### src/rtl/apb_master_bridge.sv
// APB4 master bridging a single-outstanding core request to NUM_SLAVES windowed peripherals.
// Latency 3 cycles plus wait states (1 cycle for unmapped); core holds req until the one-cycle ready pulse.
module apb_master_bridge #(
  parameter int                 ADDR_W     = 32,
  parameter int                 DATA_W     = 32,
  parameter int                 NUM_SLAVES = 4,
  parameter logic [ADDR_W-1:0]  BASE_ADDR  = 'h1000_0000,
  parameter int                 WIN_BITS   = 12,
  parameter int                 TIMEOUT    = 255
) (
  input  logic                         clk,
  input  logic                         reset,
  input  logic                         req,
  input  logic                         we,
  input  logic [ADDR_W-1:0]            addr,
  input  logic [DATA_W-1:0]            wdata,
  input  logic [DATA_W/8-1:0]          wstrb,
  output logic [DATA_W-1:0]            rdata,
  output logic                         ready,
  output logic                         err,
  output logic [ADDR_W-1:0]            PADDR,
  output logic                         PWRITE,
  output logic [NUM_SLAVES-1:0]        PSEL,
  output logic                         PENABLE,
  output logic [DATA_W-1:0]            PWDATA,
  output logic [DATA_W/8-1:0]          PSTRB,
  input  logic [NUM_SLAVES*DATA_W-1:0] PRDATA,
  input  logic [NUM_SLAVES-1:0]        PREADY,
  input  logic [NUM_SLAVES-1:0]        PSLVERR
);

  localparam int IDX_W = (NUM_SLAVES > 1) ? $clog2(NUM_SLAVES) : 1;
  localparam int CNT_W = (TIMEOUT > 0) ? $clog2(TIMEOUT + 1) : 1;

  typedef enum logic [1:0] {
    IDLE   = 2'd0,
    SETUP  = 2'd1,
    ACCESS = 2'd2,
    DONE   = 2'd3
  } state_t;

  state_t             state;
  logic [IDX_W-1:0]   idx;
  logic [CNT_W-1:0]   wait_cnt;

  logic [ADDR_W-1:0]  offset;
  logic [ADDR_W-1:0]  window;
  logic               hit;
  logic               sel_ready;
  logic               sel_err;
  logic [DATA_W-1:0]  sel_rdata;
  logic               timed_out;

  // The subtraction wraps below BASE_ADDR, so the lower-bound compare is what rejects those.
  assign offset = addr - BASE_ADDR;
  assign window = offset >> WIN_BITS;
  assign hit    = (addr >= BASE_ADDR) && (window < ADDR_W'(NUM_SLAVES));

  assign sel_ready = PREADY[idx];
  assign sel_err   = PSLVERR[idx];
  assign sel_rdata = PRDATA[idx*DATA_W +: DATA_W];

  // The count is taken before incrementing, so ACCESS lasts TIMEOUT+1 cycles on abort.
  assign timed_out = (TIMEOUT != 0) && (wait_cnt == CNT_W'(TIMEOUT));

  always_ff @(posedge clk) begin
    if (reset) begin
      state    <= IDLE;
      idx      <= '0;
      wait_cnt <= '0;
      PADDR    <= '0;
      PWRITE   <= 1'b0;
      PSEL     <= '0;
      PENABLE  <= 1'b0;
      PWDATA   <= '0;
      PSTRB    <= '0;
      rdata    <= '0;
      ready    <= 1'b0;
      err      <= 1'b0;
    end else begin
      ready <= 1'b0;
      case (state)
        IDLE: begin
          if (req) begin
            PADDR  <= addr;
            PWRITE <= we;
            PWDATA <= wdata;
            PSTRB  <= we ? wstrb : '0;
            if (hit) begin
              idx      <= window[IDX_W-1:0];
              PSEL     <= NUM_SLAVES'(1) << window[IDX_W-1:0];
              PENABLE  <= 1'b0;
              wait_cnt <= '0;
              state    <= SETUP;
            end else begin
              rdata <= '0;
              err   <= 1'b1;
              ready <= 1'b1;
              state <= DONE;
            end
          end
        end

        SETUP: begin
          PENABLE <= 1'b1;
          state   <= ACCESS;
        end

        ACCESS: begin
          if (sel_ready) begin
            rdata   <= PWRITE ? '0 : sel_rdata;
            err     <= sel_err;
            PSEL    <= '0;
            PENABLE <= 1'b0;
            ready   <= 1'b1;
            state   <= DONE;
          end else if (timed_out) begin
            rdata   <= '0;
            err     <= 1'b1;
            PSEL    <= '0;
            PENABLE <= 1'b0;
            ready   <= 1'b1;
            state   <= DONE;
          end else begin
            wait_cnt <= wait_cnt + 1'b1;
          end
        end

        DONE: begin
          state <= IDLE;
        end

        default: begin
          state <= IDLE;
        end
      endcase
    end
  end

endmodule

### config.mk
export PLATFORM = sky130hd
export DESIGN_NAME = apb_master_bridge
export DESIGN_NICKNAME = d
export VERILOG_FILES = /design/src/rtl/apb_master_bridge.sv
export SDC_FILE = /design/constraint.sdc
export NUM_CORES = 1
export LEC_CHECK = 0
export CORE_AREA = 2 2 122 124
export CTS_BUF_LIST = sky130_fd_sc_hd__clkbuf_8
export CTS_CLUSTER_SIZE = 12
export DETAILED_ROUTE_END_ITERATION = 7
export DIE_AREA = 0 0 124 126
export PLACE_DENSITY = 0.89
export SLEW_MARGIN = 40
export SYNTH_ARGS = -nofsm -noshare
export SYNTH_HDL_FRONTEND = slang
export SYNTH_SLANG_ARGS = --single-unit
export TNS_END_PERCENT = 30
### constraint.sdc
create_clock -name clk -period 3.1 [get_ports clk]
set_clock_uncertainty 0.15 [all_clocks]
set_input_delay 0.62 -clock clk [delete_from_list [all_inputs] [get_ports clk]]
set_output_delay 0.62 -clock clk [all_outputs]
set_load 0.1 [all_outputs]
# Word-level counts from Yosys, hierarchy flattened
# Index checks and enable logic that the tools add are counted.
[totals] reg_bits=120 in_bits=208
[classes] n_shift=2 reduce_logical=11 eq_ne=10 mux=41 n_addsub=2 n_lt_le_gt_ge=3
[ops] op="$mux W32" count=5
[ops] op="$shiftx A128 B8 Y32" count=1
[ops] op="$pmux W32 S2" count=1
[ops] op="$ge A32 B29 Y1 const B" count=1
[ops] op="$mux W8" count=4
[ops] op="$sub A32 B29 Y32 const B" count=1
[ops] op="$lt A20 B3 Y1 const B" count=1
[ops] op="$mux W4" count=5
[ops] op="$pmux W8 S2" count=1
[ops] op="$mux W1" count=14
[ops] op="$reduce_and A4 Y1" count=3
[ops] op="$ne A2 B2 Y1 const B" count=5
[ops] op="$add A8 B1 Y8 const B" count=1
[ops] op="$eq A8 B8 Y1 const B" count=1
[ops] op="$mux W2" count=4
[ops] op="$pmux W2 S4" count=1
[ops] op="$pmux W4 S2" count=1
[ops] op="$reduce_and A5 Y1" count=1
[ops] op="$bmux W1 S2" count=2
[ops] op="$eq A2 B2 Y1 const B" count=2
[ops] op="$pmux W1 S2" count=2
[ops] op="$reduce_and A2 Y1" count=2
[ops] op="$shl A1 B2 Y4 const A" count=1
[ops] op="$lt A2 B3 Y1 const B" count=1
[ops] op="other kinds (8)" count=8

# Depth between registers and ports, before layout
# Gate-level depths: netlist (run 1).
[depth] word_depth=6 depth_mapped=10 ltp_nobuf=7

# Worst setup path after synthesis (run 1)
# No wires, ideal clock.
[synth_timing] path_kind="in2reg" startpoint="in addr[21]" endpoint="reg wait_cnt[6]" path_stages=6 t_arrival_ns=2.027 slack_ns=0.853 path_buffers=1 path_cell_list="nor4_1 > and3_1 > a21boi_1 > clkbuf_1 > or4_1 > a21oi_1"
[synth_between] elab_chain_len=5 elab_cells_between_ends=6
[synth_lines] item="from (decl)" line_no="15" source="input logic [ADDR_W-1:0] addr,"
[synth_lines] item="$sub A32 B29 Y32" line_no="55" source="assign offset = addr - BASE_ADDR;"
[synth_lines] item="$lt A20 B3 Y1" line_no="57" source="assign hit = (addr >= BASE_ADDR) && (window < ADDR_W'(NUM_SLAVES));"
[synth_lines] item="$logic_and A1 B1 Y1 (*)" line_no="57"
[synth_lines] item="$ne A2 B2 Y1 (no source line) (*)"
[synth_lines] item="$reduce_and A5 Y1 (no source line) (*)"
[synth_lines] item="to (signal assigned)" line_no="125" source="wait_cnt <= wait_cnt + 1'b1;"
[synth_lines] item="to (decl)" line_no="44" source="logic [CNT_W-1:0] wait_cnt;"
# Every way passes the cells marked *; elsewhere a longest branch is shown, timed or not.
# A chain may end at the register's enable or synchronous reset.

# Final worst setup path (run 1)
[layout_timing] startpoint="in addr[14]" endpoint="reg PSEL[0]"
[layout_between] elab_chain_len=5 elab_cells_between_ends=6
[layout_lines] item="$sub A32 B29 Y32" line_no="55"
[layout_lines] item="$lt A20 B3 Y1" line_no="57"
[layout_lines] item="$logic_and A1 B1 Y1 (*)" line_no="57"
[layout_lines] item="$ne A2 B2 Y1 (no source line) (*)"
[layout_lines] item="$reduce_and A4 Y1 (no source line) (*)"
[layout_lines] item="to (signal assigned)" line_no="91" source="PSEL <= NUM_SLAVES'(1) << window[IDX_W-1:0];"
[layout_lines] item="to (decl)" line_no="23" source="output logic [NUM_SLAVES-1:0] PSEL,"
# Marked as above.

==> out/results.ini, run 1 <==
[global_route]
grt_pass1_vias=5460
antenna_found_initial=0
grtUsageTotal_pct=22.3
grt_max_degree=70
overflow=0
grt_pass1_wl_um=26900

[route]
avgViaCountPerCell=5.03
routedWlPerCell_um=16.2
drt-total-wl_um=17900
via_count=5549
drt_iter0_drc=322
antenna_left=0
dr.pass1.iters=5
drcViolationCount=0

[layout]
num_antenna_cells=0
syn_to_final_growth_pct=64.4
layoutNonFillerInstCount=1103
layout.nets=1119
drive_gt1_share_pct=22.6

[setup_path]
worstSetupEndpointType=flip-flop
worstPathRequired_ns=3.32
cp_max_fo=13
crit_path_start_kind=input port
crit_type=in -> reg
arrival_ns=2.83

[clocking]
htree_num_levels=4
cts_resized=0
clkLatencyLatePin_ns=0.44
postCtsSetupRepairBufs=0
cts.sinks=120
cts_root_buffer=clkbuf_8
cts_buffers=17
path_clk_slew_ns=0.08
hold_buffers=0
tritoncts=yes
clock_path_buffers=2

[pwr]
p_seq_share_pct=28.9
ir_worst_vdd_uv=329
clock_power_share_pct=22.8
power.internal_w=0.00346
p_leak_nw=3.44
power_switching_share_pct=46.9
power.switching_w=0.00306
power.density_nw_per_um2=730
combPwrFrac_pct=48.3
total_power_w=0.00652

[outcome]
status=completed

[yosys]
synth.most_common_cell=nand2_1
async_flop_share_pct=0
synth_compound_area_share_pct=10.9
synth_warnings=0
synth_area_leaders=dfxtp_1 44%, nand2_1 14%, mux4_2 14%
synth_xor_area_share_pct=0
yosys.area_share.adder_pct=0.921
ys_seq_area_share_pct=44.2
muxShareOfSynthArea_pct=20.5
synth_edf_count=0
yosys-top-cells-count=206 x nand2_1, 120 x dfxtp_1, 81 x a21oi_1, 35 x mux2i_1, 34 x mux4_2
synth-simple-area-share_pct=19.4
syn_area_um2=5430
yosysTopAreaCell=dfxtp_1
synth_top_family_by_area=multiplexers
ys_seq_elements=120
synth_nets=810
avgSynthCellArea_um2=9.09
synth_top_flop_cell=dfxtp_1
synth_cells=598
netlist-cell-type-count=42
synth_top_cell_area_share_pct=44.2

[floorplanning]
die_height_um=126
start_util_pct=38.0
rows=44
coreArea_um2=14300
dieArea_um2=15600
fp.dieW_um=124
ios=316

[timing]
whs_ns=0.306
period_needed_ns=2.61
fmax_mhz=382
rsz0062_at_grt=false
setup_tns_ns=0
report.final.slew_viol_count=0
tightestPinTransition_ns=0.707
max-slew-margin-rel_pct=52.9
hold_viol_final=0
finalSetupViolCount=0
finalCritPeriodShare_pct=84.3

[worst_hold_path]
hp-class=reg -> reg

[place]
port_buffers=315
gp_congestion=0.871
placed_cells=1072
place_hpwl_um=13700

[run]
cap_violations=0

==> worst max-delay path, cell delays in order <==
cell and delay [ns]:
clkdlybuf4s50_1 0.44, nor4_1 0.51, buf_4 0.21, and3_1 0.18, a21boi_2 0.15, buf_4 0.18
or4_1 0.40, a21oi_1 0.15
==> routing by layer <==
metal | wire (um) | track usage [%] | up-vias
li1 | - | - | 2691
met1 | 6500 | 23.7 | 2570
met2 | 9200 | 40.9 | 258
met3 | 1690 | 6.88 | 30
met4 | 460 | 8.39 | 0
met5 | 0 | 0 | -
==> per-stage QoR <==
step | instance area, um^2 | worst slack, ns | utilization [%]
3_3_place_gp | 8520 | -0.0253 | 59.5
4_1_cts | 8930 | 0.360 | 62.4
3_5_place_dp | 8520 | -0.0979 | 59.5
6_report | 8940 | 0.486 | 62.4
2_1_floorplan | 5430 | 0.853 | -
5_1_grt | 8940 | 0.368 | 62.4
==> placed cells by master (no fill, tap or decap), types with 2 or more instances in the layout <==
master and count:
and2_2 2, inv_6 3, nand2_1 205, o211a_1 2, inv_1 5, nor4_1 2, clkinv_4 4, clkbuf_8 18
mux2i_1 35, o21ai_0 10, nor3_2 2, nand4b_1 2, nand3_1 8, a21oi_1 81, mux4_2 34, dfxtp_1 119
clkinv_2 2, buf_4 126, o31ai_1 5, nor2_1 7, and3_1 2, bufinv_16 3, clkdlybuf4s50_1 206, ha_1 4
a31oi_1 2, nor4_2 2, nand4_1 2, or4_1 6
==> kinds of logic (layout without fill, tap and decap cells) <==
family                     count (synthesis)  count (layout)
and+or+nand+nor                          248             248
AOI/OAI and AO/OA                        107             107
muxes                                     69              69
adders and majority gates                  4               4
DFF                                      120             120
buffers and inverters                     50             371
==> cell type report <==
cell class,count,area (um^2)
tap,184,230
fill,1181,5380
clock inverter,13,169
inverter,6,22.5
clock buffer,18,248
sequential,120,2400
timing repair buffer,334,3030
multi-input combinational,428,2830
==> state kept, by name, summed over array words and instances, names as in the netlist <==
name / cells
state: 2
wait_cnt: 8
rdata: 32
PWDATA: 32
PADDR: 32
PSEL: 4
ready: 1
idx: 2
PENABLE: 1
err: 1
PSTRB: 4
PWRITE: 1
==> path summary, 6_finish.rpt <==
| kind | start | endpoint | slack [ns] | cells past startpoint |
|---|---|---|---|---|
| worst min-delay path | PWDATA[12] | PWDATA[12] | 0.31 | 2 |
| worst max register to register | state[0] | PSEL[3] | 0.83 | 9 |
| worst max-delay path | addr[14] | PSEL[0] | 0.49 | 8 |
| worst min register to register | PWDATA[12] | PWDATA[12] | 0.31 | 2 |
==> power by group through the flow <==
stage	sequential [W]	combinational (W)	clock, W
6_report	0.00188	0.00315	0.00149
5_1_grt	0.00191	0.00330	0.00159
4_1_cts	0.00188	0.00316	0.00151
3_3_place_gp	0.00191	0.00312	0
3_5_place_dp	0.00192	0.00315	0
2_1_floorplan	0.00335	0.000882	0
Power figures use the tool's default switching activity.
==> inputs of run 2 (changes only) <==
==> constraint.sdc (replaced) <==
create_clock -name clk -period 2.5 [get_ports clk]
set_clock_uncertainty 0.15 [all_clocks]
set_input_delay 0.5 -clock clk [delete_from_list [all_inputs] [get_ports clk]]
set_output_delay 0.5 -clock clk [all_outputs]
set_load 0.1 [all_outputs]
==> out/results.ini, run 2 (synthesis results as in run 1) <==
[outcome]
status=completed

[floorplanning]
fp.dieW_um=124  ; unchanged
start_util_pct=38.0  ; unchanged
rows=44  ; unchanged
ios=316  ; unchanged
coreArea_um2=14300  ; unchanged
dieArea_um2=15600  ; unchanged
die_height_um=126  ; unchanged

[clocking]
clkLatencyLatePin_ns=0.44  ; about the same
tritoncts=yes
path_clk_slew_ns=0.07  ; about the same
clock_path_buffers=2  ; unchanged
cts_buffers=17  ; unchanged
htree_num_levels=4  ; unchanged
cts.sinks=120  ; unchanged
hold_buffers=0  ; unchanged
cts_root_buffer=clkbuf_8

[run]
cap_violations=0  ; unchanged

[layout]
drive_gt1_share_pct=24.1  ; +1.4 points
nFillCells=1159  ; -1.9%
final_util_pct=63.4  ; +0.99 points
syn_to_final_growth_pct=67.1
final_common_cell=clkdlybuf4s50_1
num_antenna_cells=0  ; unchanged
layoutNonFillerInstCount=1119  ; +1.5%
layout_common_cells=206 x clkdlybuf4s50_1, 205 x nand2_1, 140 x buf_4
top_regs=PADDR (32), PWDATA (32), rdata (32)
layout.nets=1134  ; +1.3%

[timing]
whs_ns=0.304  ; -0.00223 ns
finalCritPeriodShare_pct=94.1
hold_viol_final=0  ; unchanged
fmax_mhz=425
rsz0062_at_grt=false
report.final.slew_viol_count=0  ; unchanged
finalSetupViolCount=0  ; unchanged
setup_tns_ns=0  ; unchanged
tightestPinTransition_ns=0.710  ; +0.00250 ns
setup_ws_ns=0.149  ; -0.337 ns
period_needed_ns=2.35
max-slew-margin-rel_pct=52.7  ; -0.17 points

[setup_path]
crit_path_start_kind=input port
worstPathRequired_ns=2.72  ; -0.60 ns
arrival_ns=2.57  ; -0.26 ns
worstSetupEndpointType=flip-flop
cp_max_fo=13  ; unchanged
crit_type=in -> reg

[place]
port_buffers=315  ; unchanged
pre_cts_ws_ns=-0.563  ; -0.466 ns
gp_congestion=0.841  ; -3.4%
place_hpwl_um=13700  ; +0.22%
placed_cells=1087  ; +1.4%

[global_route]
grt_pass1_vias=5439  ; -0.38%
antenna_found_initial=0  ; unchanged
grt_pass1_wl_um=26700  ; -0.74%
overflow=0  ; unchanged
grt_max_degree=70  ; unchanged
grtUsageTotal_pct=22.3  ; -0.051 points

[pwr]
p_leak_nw=3.53  ; +2.4%
ir_worst_vdd_uv=437  ; +33%
power.density_nw_per_um2=898  ; +23%

[route]
dr.pass1.iters=4  ; -1
avgViaCountPerCell=5.01  ; -0.47%
drcViolationCount=0  ; unchanged
routedWlPerCell_um=15.8  ; -2.2%
drt-total-wl_um=17700  ; -0.76%
drt_iter0_drc=257  ; -20%
via_count=5603  ; +0.97%
antenna_left=0  ; unchanged

[worst_hold_path]
hp-class=in -> reg

==> run 2: layout make-up <==
type / instances / area, um^2 / area share, %
clock buffers: 18 / 248 / 2.73
flip-flops and latches: 120 / 2400 / 26.5
well taps: 184 / 230 / 2.54
repair buffers: 349 / 3160 / 34.8
clock inverters: 14 / 173 / 1.90
inverters: 6 / 22.5 / 0.248
multi-input cells: 428 / 2840 / 31.3
==> run 2: worst max-delay path: stages <==
cell and delay [ns]:
clkdlybuf4s50_1 0.43, nor4_2 0.39, buf_4 0.18, and3_1 0.19
a21boi_2 0.16, buf_4 0.19, or4_1 0.39, a21oi_1 0.15
==> run 2: path summary, 6_finish.rpt <==
check | slack (ns) | cells after the start | to | start
setup / recovery | 0.15 | 8 | PSEL[0] | addr[21]
hold / removal | 0.30 | 3 | err | reset
setup reg to reg | 0.33 | 8 | PSEL[0] | state[0]
hold reg to reg | 0.30 | 2 | PSTRB[2] | PSTRB[2]
==> run 2: timing repair <==
action / 4_1_cts / 5_1_grt
setup buffers: 0 / 0
gates resized for setup: 2 / 0
endpoints found under the setup margin: 7 / 0
==> run 2: power breakdown <==
| group | switching [W] | internal (W) | leakage (nW) | total (W) |
|---|---|---|---|---|
| logic | 0.00283 | 0.00115 | 2.34 | 0.00398 |
| clock network | 0.000821 | 0.00102 | 0.215 | 0.00184 |
| registers | 0.000149 | 0.00219 | 0.977 | 0.00233 |
==> run 2: routing by layer <==
layer | vias to the layer above | share of wire (%) | routed length [um] | GRT usage (%)
met5 | - | 0 | 0 | 0
li1 | 2724 | - | - | -
met4 | 0 | 2.4 | 422 | 9.12
met2 | 256 | 52 | 9180 | 40.5
met3 | 31 | 8.6 | 1530 | 6.16
met1 | 2592 | 37 | 6590 | 24.0
==> run 2: through the flow <==
step	power (W)	area, um^2
finish	0.00815	9080
global route	0.00852	9080
CTS	0.00822	9070
detailed placement	0.00636	8640
global placement	0.00632	8640
floorplan	0.00525	5430
==> inputs of run 3 (changes only) <==
--- a/config.mk
+++ b/config.mk
@@ -11,8 +11,8 @@
 export DETAILED_ROUTE_END_ITERATION = 7
 export DIE_AREA = 0 0 124 126
 export PLACE_DENSITY = 0.89
-export SLEW_MARGIN = 40
+export SLEW_MARGIN = 20
 export SYNTH_ARGS = -nofsm -noshare
 export SYNTH_HDL_FRONTEND = slang
 export SYNTH_SLANG_ARGS = --single-unit
-export TNS_END_PERCENT = 30
+export TNS_END_PERCENT = 10
==> results of run 3 <==
Final layout, timing and power as in run 2 (identical DEF).
